==> src/rtl/vout_ctrl.sv <==
// ---------------------------------------------------------------------------
// vout_ctrl
// Output-side read controller for the scale-down frame path. On an accepted
// frame_start it raster-scans vout_xres x vout_yres, issuing (rd_x, rd_y)
// reads to the frame/line memory. Read data comes back RD_LAT cycles later,
// is buffered in a small show-ahead FIFO and leaves as a valid/ready stream
// tagged with sof/eol/eof. Reads are only issued while the in-flight reads
// plus the FIFO contents leave room, so backpressure never drops data.
//
// Ports
//   vout_clk     in   clock, rising edge
//   rst          in   asynchronous, active-high reset
//   frame_start  in   1-cycle pulse, a full frame is ready to read
//   vout_xres    in   [15:0] frame width, sampled on an accepted frame_start
//   vout_yres    in   [15:0] frame height, sampled on an accepted frame_start
//   rd_en        out  read request this cycle
//   rd_x, rd_y   out  [15:0] read coordinates, valid while rd_en=1
//   rd_dat       in   [DW-1:0] read data, valid RD_LAT cycles after rd_en
//   vout_valid   out  output beat valid
//   vout_ready   in   downstream accepts the beat
//   vout_dat     out  [DW-1:0] output pixel (FIFO head)
//   vout_sof     out  first pixel of the frame
//   vout_eol     out  last pixel of a line
//   vout_eof     out  last pixel of the frame
//   busy         out  controller is not idle
// ---------------------------------------------------------------------------
module vout_ctrl #(
  parameter int DW         = 16,
  parameter int RD_LAT     = 2,
  parameter int FIFO_DEPTH = 4
) (
  input  logic          vout_clk,
  input  logic          rst,
  input  logic          frame_start,
  input  logic [15:0]   vout_xres,
  input  logic [15:0]   vout_yres,
  output logic          rd_en,
  output logic [15:0]   rd_x,
  output logic [15:0]   rd_y,
  input  logic [DW-1:0] rd_dat,
  output logic          vout_valid,
  input  logic          vout_ready,
  output logic [DW-1:0] vout_dat,
  output logic          vout_sof,
  output logic          vout_eol,
  output logic          vout_eof,
  output logic          busy
);

  localparam int OW = $clog2(FIFO_DEPTH + 1);
  localparam int PW = (FIFO_DEPTH > 1) ? $clog2(FIFO_DEPTH) : 1;

  localparam logic [1:0] S_IDLE  = 2'd0;
  localparam logic [1:0] S_RUN   = 2'd1;
  localparam logic [1:0] S_DRAIN = 2'd2;

  typedef struct packed {
    logic valid;
    logic sof;
    logic eol;
    logic eof;
  } tag_t;

  logic [1:0]    state_q, state_d;
  logic [15:0]   xres_q, xres_d, yres_q, yres_d;
  logic [15:0]   x_q, x_d, y_q, y_d;
  logic [OW-1:0] occ_q, occ_d;
  tag_t          pipe_q [RD_LAT];

  logic [DW-1:0] fdat_q [FIFO_DEPTH];
  logic [2:0]    ftag_q [FIFO_DEPTH];
  logic [PW-1:0] wr_ptr_q, rd_ptr_q;
  logic [OW-1:0] fcnt_q, fcnt_d;

  logic x_last, y_last, start_ok, credit_ok, issue, pop, fifo_wr;

  function automatic logic [PW-1:0] ptr_inc(input logic [PW-1:0] p);
    return (p == PW'(FIFO_DEPTH - 1)) ? '0 : p + PW'(1);
  endfunction

  assign x_last    = (x_q == xres_q - 16'd1);
  assign y_last    = (y_q == yres_q - 16'd1);
  assign start_ok  = (state_q == S_IDLE) && frame_start &&
                     (vout_xres != 16'd0) && (vout_yres != 16'd0);
  // occ counts every pixel already promised a FIFO slot (in flight + stored).
  assign credit_ok = (occ_q < OW'(FIFO_DEPTH));
  assign issue     = (state_q == S_RUN) && credit_ok;
  assign pop       = vout_valid && vout_ready;
  assign fifo_wr   = pipe_q[RD_LAT-1].valid;
  assign occ_d     = occ_q + OW'(issue) - OW'(pop);
  assign fcnt_d    = fcnt_q + OW'(fifo_wr) - OW'(pop);

  // NOTE: every signal driven here gets a default first, otherwise the
  // incomplete case/if paths would infer latches.
  always_comb begin
    state_d = state_q;
    xres_d  = xres_q;
    yres_d  = yres_q;
    x_d     = x_q;
    y_d     = y_q;
    case (state_q)
      S_IDLE: begin
        if (start_ok) begin
          xres_d  = vout_xres;
          yres_d  = vout_yres;
          x_d     = 16'd0;
          y_d     = 16'd0;
          state_d = S_RUN;
        end
      end
      S_RUN: begin
        if (issue) begin
          if (x_last) begin
            x_d = 16'd0;
            y_d = y_q + 16'd1;
            if (y_last) state_d = S_DRAIN;
          end else begin
            x_d = x_q + 16'd1;
          end
        end
      end
      S_DRAIN: begin
        // The eof beat is the last one issued, so an empty pipe+FIFO after
        // this cycle's pop means it has been accepted.
        if (occ_d == '0) state_d = S_IDLE;
      end
      default: state_d = S_IDLE;
    endcase
  end

  // NOTE: state registers use non-blocking assignments so every flop samples
  // the pre-edge values regardless of statement order.
  always_ff @(posedge vout_clk or posedge rst) begin
    if (rst) begin
      state_q <= S_IDLE;
      xres_q  <= '0;
      yres_q  <= '0;
      x_q     <= '0;
      y_q     <= '0;
      occ_q   <= '0;
    end else begin
      state_q <= state_d;
      xres_q  <= xres_d;
      yres_q  <= yres_d;
      x_q     <= x_d;
      y_q     <= y_d;
      occ_q   <= occ_d;
    end
  end

  // Tags ride alongside the memory latency so they meet rd_dat at the FIFO.
  always_ff @(posedge vout_clk or posedge rst) begin
    if (rst) begin
      for (int i = 0; i < RD_LAT; i++) pipe_q[i] <= '0;
    end else begin
      pipe_q[0] <= '{valid: issue,
                     sof:   (x_q == 16'd0) && (y_q == 16'd0),
                     eol:   x_last,
                     eof:   x_last && y_last};
      for (int i = 1; i < RD_LAT; i++) pipe_q[i] <= pipe_q[i-1];
    end
  end

  always_ff @(posedge vout_clk or posedge rst) begin
    if (rst) begin
      wr_ptr_q <= '0;
      rd_ptr_q <= '0;
      fcnt_q   <= '0;
    end else begin
      if (fifo_wr) wr_ptr_q <= ptr_inc(wr_ptr_q);
      if (pop)     rd_ptr_q <= ptr_inc(rd_ptr_q);
      fcnt_q <= fcnt_d;
    end
  end

  // NOTE: FIFO storage is not reset; the count/pointers define which entries
  // are live, and the outputs are masked to zero while the FIFO is empty.
  always_ff @(posedge vout_clk) begin
    if (fifo_wr) begin
      fdat_q[wr_ptr_q] <= rd_dat;
      ftag_q[wr_ptr_q] <= {pipe_q[RD_LAT-1].sof, pipe_q[RD_LAT-1].eol,
                           pipe_q[RD_LAT-1].eof};
    end
  end

  assign rd_en      = issue;
  assign rd_x       = x_q;
  assign rd_y       = y_q;
  assign busy       = (state_q != S_IDLE);
  assign vout_valid = (fcnt_q != '0);
  assign vout_dat   = vout_valid ? fdat_q[rd_ptr_q] : '0;
  assign vout_sof   = vout_valid && ftag_q[rd_ptr_q][2];
  assign vout_eol   = vout_valid && ftag_q[rd_ptr_q][1];
  assign vout_eof   = vout_valid && ftag_q[rd_ptr_q][0];

endmodule
==> config.mk <==
export PLATFORM = sky130hd
export DESIGN_NAME = vout_ctrl
export DESIGN_NICKNAME = d
export VERILOG_FILES = /design/src/rtl/vout_ctrl.sv
export SDC_FILE = /design/constraint.sdc
export NUM_CORES = 1
export LEC_CHECK = 0
export BUFFER_PORTS_ARGS = -buffer_cell sky130_fd_sc_hd__buf_2
export CORE_MARGIN = 2
export CORE_UTILIZATION = 55
export DETAILED_ROUTE_END_ITERATION = 16
export PLACE_DENSITY_LB_ADDON = 0.12
export REMOVE_ABC_BUFFERS = 1
export SLEW_MARGIN = 20
export SYNTH_ARGS = -nofsm -noshare
export SYNTH_HDL_FRONTEND = slang
export SYNTH_SLANG_ARGS = --single-unit
==> constraint.sdc <==
create_clock -name vout_clk -period 4.3 [get_ports vout_clk]
set_input_delay 0.215 -clock vout_clk [delete_from_list [all_inputs] [get_ports vout_clk]]
set_output_delay 0.215 -clock vout_clk [all_outputs]
set_load 0.01 [all_outputs]
==> results of run 1 <==
per-layer routing:
| metal | vias up | routed length [microns] | track usage, % |
|---|---|---|---|
| li1 | 2782 | - | - |
| met1 | 2866 | 7615 | 30.96 |
| met2 | 210 | 8722 | 39.80 |
| met3 | 30 | 992 | 5.266 |
| met4 | 0 | 380 | 9.659 |
| met5 | - | 0 | 0 |
cells in the final DEF (no fill, tap or decap), types with 3 or more instances in the layout:
| cell | n |
|---|---|
| a211oi_1 | 3 |
| a21oi_1 | 16 |
| a31oi_1 | 10 |
| and2_1 | 25 |
| and3_1 | 4 |
| buf_2 | 105 |
| buf_4 | 6 |
| clkbuf_1 | 5 |
| clkbuf_16 | 17 |
| clkinv_2 | 4 |
| dfrtp_1 | 84 |
| dlygate4sd3_1 | 26 |
| edfxtp_1 | 76 |
| ha_1 | 15 |
| inv_1 | 27 |
| mux2i_1 | 4 |
| mux4_2 | 19 |
| nand2_1 | 113 |
| nand2b_1 | 5 |
| nand3_1 | 16 |
| nand4_1 | 21 |
| nand4b_1 | 3 |
| nor2_1 | 41 |
| nor3_1 | 17 |
| nor4_1 | 24 |
| nor4b_1 | 4 |
| o21ai_0 | 24 |
| o21bai_1 | 3 |
| o31ai_1 | 7 |
| or3_1 | 9 |
| or4_1 | 11 |
| xnor2_1 | 37 |
| xor2_1 | 24 |
per-stage QoR:
stage               hold WS (ps)  total power [mW]
detailed placement         334.7             4.824
global placement           331.5             4.732
finish                     14.31             6.258
floorplan                  313.9             4.047
CTS                        1.120             6.304
global route               2.336             6.690
registers in the layout (all words and copies together) (netlist names):
signal    flops
fcnt_q        3
fdat_q       64
xres_q       16
fifo_wr       1
occ_q         3
yres_q       16
wr_ptr_q      2
state_q       2
rd_y         16
rd_ptr_q      2
pipe_q        7
rd_x         16
ftag_q       12
worst max-delay path by stage:
stage / endpoint / slack, ps / cells after the start
after floorplan: rd_y[1] / 1020 / 10
after global placement: rd_y[1] / 900 / 10
after detailed placement: rd_y[1] / 780 / 10
after global routing: rd_y[1] / 400 / 10
after CTS: rd_y[1] / 740 / 10
final: rd_y[1] / 730 / 10
power by group:
part / switching [mW] / leakage (nW) / internal, mW
Combinational: 1.25 / 1.86 / 1.03
Clock: 0.591 / 0.272 / 0.854
Sequential: 0.479 / 1.78 / 2.05
final cells by class:
cell class | instances | area share (%)
clock buffers | 22 | 4.741
clock inverters | 10 | 1.215
inverters | 28 | 1.149
multi-input cells | 482 | 34.83
flip-flops and latches | 160 | 46.79
well taps | 180 | 2.404
repair buffers | 137 | 8.868
kinds of logic after synthesis:
kind of cell	count (synthesis)	synth area share, %
AND/OR/NAND/NOR	303	19.49
flip-flops	160	55.48
AO/OA/AOI/OAI	77	6.096
buffers and inverters	65	3.230
XOR/XNOR	61	6.761
multiplexers	24	6.064
adder cells (fa/ha/maj)	17	2.882
repair_timing:
| action | in CTS | in global routing |
|---|---|---|
| hold buffers | 25 | 1 |
| gates resized for setup | 0 | 0 |
| setup buffers | 0 | 0 |
| setup endpoints to repair | 0 | 0 |
| endpoints found under the hold margin | 39 | 47 |
worst register-to-register path, cell delays in order (launching register included):
cell      delay [ps]
dfrtp_1          450
inv_1            120
ha_1             380
nor4b_4          340
a31oi_1          140
nand2b_1         170
a211o_1          290
a22o_1           210
o31a_1           310
nor2_1           820
mux2i_1          260
cell usage after synthesis (3+ instances only):
cell type  count  share of area [%]
nand2b_1       5               0.40
o21ai_0       24                1.5
a31oi_1       10               0.79
buf_2          6               0.38
clkbuf_1      27                1.3
xnor2_1       37                4.1
nor2_1        41                1.9
ha_1          15                2.4
nor4_1        24                1.9
o31ai_1        7               0.66
and3_1         4               0.32
a211oi_1       3               0.28
nand4_1       21                1.7
a21oi_1       16                1.0
nor4b_1        4               0.44
buf_1          3               0.14
or4_1         11                1.0
nor3_1        17                1.1
nand3_1       16                1.0
xor2_1        24                2.7
nand4b_1       3               0.33
mux4_2        19                5.4
o21bai_1       3               0.28
dfrtp_1       84                 27
inv_1         28                1.3
or3_1          9               0.71
and2_1        25                2.0
nand2_1      113                5.4
edfxtp_1      76                 29
mux2i_1        4               0.51
==> impl_metrics.env, run 1 <==
export IMPL_hp_class="in2reg"
export IMPL_r2r_slack_ps=730
export IMPL_synth_cells=707
export IMPL_fin_skew_ps=7.471
export IMPL_critPathKind="reg2reg"
export IMPL_regArea_sq_mm=0.004384
export IMPL_reg2reg_to="rd_y[1]"
export IMPL_avgRoutedWirePerCell_microns=17.38
export IMPL_p_leak_nw=3.910
export IMPL_vias=5888
export IMPL_die_x_microns=123.9
export IMPL_slew_headroom_pct=27.62
export IMPL_track_usage_pct=24.06
export IMPL_portBuffers=105
export IMPL_first_pass_iters=5
export IMPL_grt_pass1_wl_microns=28120
export IMPL_dpl_cell_count=961
export IMPL_synth_warnings=0
export IMPL_num_rows=43
export IMPL_min_period_ps=3574
export IMPL_hold_viol_final=0
export IMPL_maxCapViolCount=0
export IMPL_finalCritPeriodShare_pct=83.12
export IMPL_dpl_hpwl_microns=12060
export IMPL_multi_input_area_sq_mm=0.003263
export IMPL_fin_area_sq_mm=0.009369
export IMPL_grt_max_degree=58
export IMPL_async_reset_ff_share_pct=52.50
export IMPL_pin_count=106
export IMPL_ys_ff_latch=160
export IMPL_routed_wl_microns=17710
export IMPL_crit_start="xres_q[0]"
export IMPL_fin_ws_ps=725.6
export IMPL_ant_nets=0
export IMPL_place_ws_ps=783.8
export IMPL_drc=0
export IMPL_clock_sinks=160
export IMPL_htreeDepth=4
export IMPL_utilization_pct=67.24
export IMPL_fp_dieH_microns=123.9
export IMPL_synth_area_sq_mm=0.007903
export IMPL_cp_cell_sequence="inv_1 > ha_1 > nor4b_4 > a31oi_1 > nand2b_1 > a211o_1 > a22o_1 > o31a_1 > nor2_1 > mux2i_1"
export IMPL_setup_viol=0
export IMPL_clockRootBuffer="clkbuf_16"
export IMPL_tightest_slew_ps=1082
export IMPL_grt_pass1_vias=5647
export IMPL_insertion_delay_ps=420
export IMPL_cts_buffers=17
export IMPL_fmax_mhz=279.8
export IMPL_dieArea_sq_mm=0.01534
export IMPL_tritoncts="done"
export IMPL_syn2layout_area_growth_pct=18.56
export IMPL_antenna_cells=0
export IMPL_antenna_found_initial=0
export IMPL_overflow=0
export IMPL_syn_area_per_cell_sq_um=11.18
export IMPL_synth_edff_count=76
export IMPL_cp_start_kind="flip-flop"
export IMPL_ys_flop_type="dfrtp_1"
export IMPL_dpl_cell_area_sq_mm=0.008549
export IMPL_hold_depth=3
export IMPL_status="finished, final reports clean"
export IMPL_start_util_pct=56.71
export IMPL_slowest_stage="nor2_1"
export IMPL_path_clk_slew_ps=60
export IMPL_seq_area_frac_synth_pct=55.48
export IMPL_p_per_area_mw_per_mm2=668.0
export IMPL_required_ps=4640
export IMPL_grt_setup_unrepaired="false"
export IMPL_final_cells=1019
export IMPL_r2r_cells=10
export IMPL_setup_tns_ps=0
export IMPL_layout_drive_gt1_share_pct=19.55
export IMPL_irDropWorstVdd_mv=0.3488
export IMPL_r2r_start="xres_q[0]"
export IMPL_dr_first_iter_drc_count=415
export IMPL_nFillCells=1071
export IMPL_core_region_area_sq_mm=0.01393
export IMPL_fin_nets=895
export IMPL_critPathMaxFanout=15
export IMPL_slew_viol_final=0
export IMPL_crit_family="simple AND/OR/NAND/NOR gates"
export IMPL_worst_hold_path_endpoint="xres_q[5]"
export IMPL_cp_slowest_stage_delay_ps=820
export IMPL_gp_congestion=0.8817
export IMPL_cts_path_max_buffers=2
export IMPL_synth_cell_types=52
export IMPL_cp_num_buf_inv=1
export IMPL_arrival_ps=3910
export IMPL_min_delay_start="vout_xres[5]"
export IMPL_vias_per_cell=5.778
export IMPL_endpoint_kind="flip-flop"
Note: power is estimated with default switching activity, not from simulation.
==> run 2, diff against run 1 <==
CORE_UTILIZATION = 52   (was 55)
clock period = 3.2 ns   (was 4.3 ns; I/O delays follow)
==> run 2 against run 1 <==
Wire length up 5.6%. Critical endpoint is now rd_y[4]. Die area up 5.6%. Largest cell class unchanged. First-iteration DRC count fell by 20%. Sequential share of layout area is 2.0 points lower. Sequential power grew 32%. Final area up 4.5%. Worst hold slack improved by 110 ps.
==> impl_metrics.env, run 2 (synthesized netlist as in run 1, its figures left out) <==
export IMPL_reg2reg_to="rd_y[4]"
export IMPL_grt_setup_unrepaired="false"
export IMPL_portBuffers=105
export IMPL_postCtsSetupBuffers=0
export IMPL_finalCritPeriodShare_pct=94.78
export IMPL_layout_cells_most_common="nand2_1"
export IMPL_cts_path_max_buffers=2
export IMPL_overflow=0
export IMPL_tritoncts="done"
export IMPL_insertion_delay_ps=420
export IMPL_worst_hold_path_endpoint="rd_ptr_q[0]"
export IMPL_maxCapViolCount=0
export IMPL_fin_skew_ps=7.344
export IMPL_dieArea_sq_mm=0.01620
export IMPL_irDropWorstVdd_mv=0.4667
export IMPL_layout_common_cells="nand2_1 (113), buf_2 (105), dfrtp_1 (84)"
export IMPL_largest_register="fdat_q"
export IMPL_antenna_found_initial=0
export IMPL_hold_depth=3
export IMPL_cp_slowest_stage_delay_ps=470
export IMPL_cp_cell_sequence="inv_1 > ha_1 > nor4b_4 > a31oi_1 > nand2b_1 > a211o_1 > a22o_1 > o31a_1 > buf_12 > or4_1 > a21oi_1"
export IMPL_nFillCells=1190
export IMPL_grt_pass1_wl_microns=30690
export IMPL_dr_first_iter_drc_count=332
export IMPL_fin_nets=935
export IMPL_avgRoutedWirePerCell_microns=17.53
export IMPL_clockRootBuffer="clkbuf_16"
export IMPL_grt_pass1_vias=6105
export IMPL_r2r_start="xres_q[1]"
export IMPL_vias_per_cell=5.767
export IMPL_arrival_ps=3370
export IMPL_min_delay_start="vout_ready"
export IMPL_routed_wl_microns=18700
export IMPL_slew_headroom_pct=33.55
export IMPL_layout_drive_gt1_share_pct=21.05
export IMPL_min_period_ps=3033
export IMPL_htreeDepth=4
export IMPL_grt_max_degree=53
export IMPL_die_x_microns=127.3
export IMPL_dpl_hpwl_microns=12720
export IMPL_track_usage_pct=24.30
export IMPL_start_util_pct=52.57
export IMPL_hold_viol_final=0
export IMPL_path_clk_slew_ps=60
export IMPL_critPathMaxFanout=32
export IMPL_core_region_area_sq_mm=0.01503
export IMPL_num_rows=45
export IMPL_place_ws_ps=223.5
export IMPL_slew_viol_final=0
export IMPL_dpl_cell_area_sq_mm=0.008712
export IMPL_fp_dieH_microns=127.3
export IMPL_ant_nets=0
export IMPL_syn2layout_area_growth_pct=23.84
export IMPL_r2r_cells=11
export IMPL_endpoint_kind="flip-flop"
export IMPL_p_per_area_mw_per_mm2=881.4
export IMPL_antenna_cells=0
export IMPL_pin_count=106
export IMPL_gp_congestion=0.8783
export IMPL_clock_sinks=160
export IMPL_r2r_slack_ps=170
export IMPL_required_ps=3540
export IMPL_drc=0
export IMPL_largest_reg_flops=64
export IMPL_vias=6153
export IMPL_first_pass_iters=5
export IMPL_status="finished, final reports clean"
export IMPL_tightest_slew_ps=996.7
export IMPL_p_leak_nw=4.117
export IMPL_fin_area_sq_mm=0.009787
export IMPL_setup_viol=0
export IMPL_fin_ws_ps=167.2
export IMPL_cp_start_kind="flip-flop"
export IMPL_fmax_mhz=329.7
export IMPL_slowest_stage="or4_1"
export IMPL_critPathKind="reg2reg"
export IMPL_hp_class="in2reg"
export IMPL_cts_buffers=17
run 2: cell count changes in the layout (fill, tap and decap cells not counted), sizes merged:
cell,change
dlygate4sd3,+23
buf,+17
clkinv,+2
clkbuf,-2
run 2: cell type report:
class / count / area, sq um / area share (%)
inverter: 28 / 106.4 / 1.087
tap: 188 / 235.2 / 2.403
sequential: 160 / 4384 / 44.80
clock inverter: 12 / 133.9 / 1.368
clock buffer: 20 / 446.7 / 4.564
multi-input combinational: 482 / 3267 / 33.38
timing repair buffer: 177 / 1214 / 12.40
run 2: routing by layer:
metal | vias up | global-route usage [%] | wire length, microns
li1 | 2870 | - | -
met3 | 36 | 4.816 | 805
met2 | 192 | 40.61 | 9234
met5 | - | 0 | 0
met4 | 0 | 8.662 | 413
met1 | 3055 | 31.84 | 8251
run 2: timing repair:
item / 4_1_cts / 5_1_grt
hold buffers: 49 / 0
gates resized for setup: 0 / 1
hold endpoints to repair: 128 / 0
setup endpoints to repair: 0 / 1
run 2: per-stage QoR:
step	setup TNS (ps)	instances	hold slack [ps]	power [mW]	utilization, %
detailed placement	0	986	239.0	6.608	57.95
finish	0	1067	123.7	8.627	65.10
global route	0	1067	147.0	9.196	65.10
global placement	0	986	235.5	6.476	57.95
floorplan	-108.7	670	258.9	5.438	-
CTS	0	1067	115.3	8.684	65.08
run 2: where the power goes:
part,switching [mW],leakage [nW],internal [mW]
registers,0.579,1.78,2.76
logic,1.76,2.05,1.52
clock network,0.832,0.286,1.17
total,3.17,4.12,5.45
run 2: worst max-delay path: cells and delay by family, from the launching register on:
family / cells / cell delay (ps)
AOI/OAI and AO/OA: 5 / 1120
and+or+nand+nor: 3 / 910
DFF: 1 / 430
buffers and inverters: 2 / 270
adders and majority gates: 1 / 190
run 2: how the worst max path moves through the flow:
stage	slack, ps	cells after the start	endpoint	startpoint
detailed placement	220	11	rd_y[9]	xres_q[1]
global route	30	11	rd_y[6]	xres_q[1]
CTS	190	11	rd_y[4]	xres_q[1]
floorplan	-80	10	rd_y[1]	xres_q[0]
global placement	310	11	rd_y[11]	xres_q[1]
finish	170	11	rd_y[4]	xres_q[1]
==> run 3, diff against run 2 <==
GPL_ROUTABILITY_DRIVEN = 0   (was default)
RECOVER_POWER = 100   (was default)
==> run 3 against run 2 <==
The run now ends with capacitance limit, slew limit left. Worst hold slack got worse by 8.7 ps. Worst setup slack better by 2.0 ps. First-iteration DRC count rose by 50%. Non-clock buffer count unchanged. Utilization is 1.0 points lower. Clock power is 6% lower. Total power is 2.1% lower. Combinational power shrank 2%. Sequential share of layout area rose by 0.72 points. Global-route usage shrank 0.72 points. Critical path type unchanged. Highest routed layer unchanged.
==> impl_metrics.env, run 3 (synthesized netlist as in run 1, its figures left out) <==
export IMPL_fin_nets=935
export IMPL_r2r_slack_ps=170
export IMPL_layout_drive_gt1_share_pct=13.08
export IMPL_die_x_microns=127.3
export IMPL_r2r_cells=11
export IMPL_pin_count=106
export IMPL_portBuffers=105
export IMPL_tritoncts="done"
export IMPL_start_util_pct=52.57
export IMPL_layout_common_cells="nand2_1 (113), dfrtp_1 (83), edfxtp_1 (76)"
export IMPL_vias_per_cell=5.697
export IMPL_maxCapViolCount=1
export IMPL_finalCritPeriodShare_pct=94.72
export IMPL_p_leak_nw=3.823
export IMPL_cp_start_kind="flip-flop"
export IMPL_total_power_mw=8.448
export IMPL_core_region_area_sq_mm=0.01503
export IMPL_crit_start="xres_q[1]"
export IMPL_cp_slowest_stage_delay_ps=470
export IMPL_fin_skew_ps=7.905
export IMPL_clockRootBuffer="clkbuf_16"
export IMPL_layout_cells_most_common="nand2_1"
export IMPL_grt_setup_unrepaired="false"
export IMPL_final_cells=1067
export IMPL_nFillCells=1206
export IMPL_dpl_cell_count=985
export IMPL_fmax_mhz=329.9
export IMPL_r2r_start="xres_q[1]"
export IMPL_irDropWorstVdd_mv=0.4529
export IMPL_track_usage_pct=23.58
export IMPL_multi_input_area_sq_mm=0.003272
export IMPL_drc=0
export IMPL_grt_max_degree=48
export IMPL_min_period_ps=3031
export IMPL_num_rows=45
export IMPL_antenna_cells=0
export IMPL_p_per_area_mw_per_mm2=876.9
export IMPL_ant_nets=0
export IMPL_reg2reg_to="rd_y[6]"
export IMPL_cts_path_max_buffers=2
export IMPL_critPathMaxFanout=32
export IMPL_endpoint="rd_y[6]"
export IMPL_critPathKind="reg2reg"
export IMPL_clock_sinks=160
export IMPL_hold_depth=3
export IMPL_insertion_delay_ps=420
export IMPL_endpoint_kind="flip-flop"
export IMPL_path_clk_slew_ps=60
export IMPL_hold_viol_final=0
export IMPL_largest_reg_flops=64
export IMPL_vias=6079
export IMPL_status="finished with violations"
export IMPL_violations="capacitance limit, slew limit"
export IMPL_required_ps=3540
export IMPL_first_pass_iters=6
export IMPL_dieArea_sq_mm=0.01620
export IMPL_overflow=0
export IMPL_largest_register="fdat_q"
export IMPL_slowest_stage="or4_1"
export IMPL_dpl_cell_area_sq_mm=0.008692
export IMPL_avgRoutedWirePerCell_microns=17.04
export IMPL_dr_first_iter_drc_count=498
export IMPL_hp_class="in2reg"
export IMPL_grt_pass1_vias=5889
export IMPL_cp_num_buf_inv=2
export IMPL_slew_viol_final=48
export IMPL_routed_wl_microns=18180
export IMPL_crit_cells=11
export IMPL_antenna_found_initial=0
export IMPL_grt_pass1_wl_microns=29740
export IMPL_dpl_hpwl_microns=12140
export IMPL_crit_family="compound AO/OA/AOI/OAI gates"
export IMPL_fp_dieH_microns=127.3
export IMPL_slew_headroom_pct=-38.37
export IMPL_setup_viol=0
export IMPL_arrival_ps=3370
export IMPL_syn2layout_area_growth_pct=21.91
export IMPL_htreeDepth=4
export IMPL_cp_cell_sequence="inv_1 > ha_2 > nor4b_4 > a31oi_1 > nand2b_1 > a211o_1 > a22o_1 > o31a_1 > buf_12 > or4_1 > a21oi_1"
export IMPL_regArea_sq_mm=0.004385
export IMPL_cts_buffers=17
export IMPL_tightest_slew_ps=2064
export IMPL_fin_area_sq_mm=0.009634
==> run 3: cell type report <==
class | instances | share of cell area, %
clock buffer | 23 | 4.753
timing repair buffer | 177 | 11.31
tap | 188 | 2.442
clock inverter | 9 | 0.9091
sequential | 160 | 45.52
inverter | 28 | 1.104
multi-input combinational | 482 | 33.96
==> run 3: per-stage QoR <==
stage          util (%)  setup TNS, ps  hold WS [ps]  setup slack [ps]
2_1_floorplan         -         -108.7         258.9            -76.35
3_3_place_gp      57.82              0         325.9             278.4
3_5_place_dp      57.82              0         333.1             126.3
4_1_cts           64.71              0         103.8             104.4
5_1_grt           64.09              0         148.8             3.284
6_report          64.09              0         115.0             169.1
==> run 3: worst reg2reg max path, stage by stage, from the launching register on <==
cell and delay [ps]:
dfrtp_2 410, inv_1 80, ha_2 190, nor4b_4 290, a31oi_1 160, nand2b_1 180, a211o_1 290, a22o_1 200
o31a_1 340, buf_12 170, or4_1 480, a21oi_1 160
==> run 3: worst min-delay path by stage <==
| stage | startpoint | end |
|---|---|---|
| after floorplan | rd_dat[0] | fdat_q[0][0] |
| after global placement | rst | xres_q[15] |
| after detailed placement | rst | fcnt_q[1] |
| after CTS | vout_ready | rd_ptr_q[0] |
| after global routing | vout_ready | rd_ptr_q[0] |
| final | vout_ready | rd_ptr_q[0] |
==> run 3: layer usage <==
layer	GRT usage [%]	vias up	share of wire [%]
met5	0	-	0
met4	9.050	0	2.3
met3	4.229	28	4.5
met2	39.45	197	49
met1	30.90	2977	44
li1	-	2877	-
==> run 3: repair_timing <==
action,CTS,global route
endpoints found under the setup margin,0,9
setup buffers,0,1
hold buffers,49,0
endpoints found under the hold margin,141,0
gates resized for setup,0,3
==> run 3: power by group <==
group          internal (mW)  total [mW]  switching (mW)
logic                   1.44        3.21            1.77
clock network           1.09        1.89           0.804
registers               2.77        3.34           0.578
total                   5.30        8.45            3.15
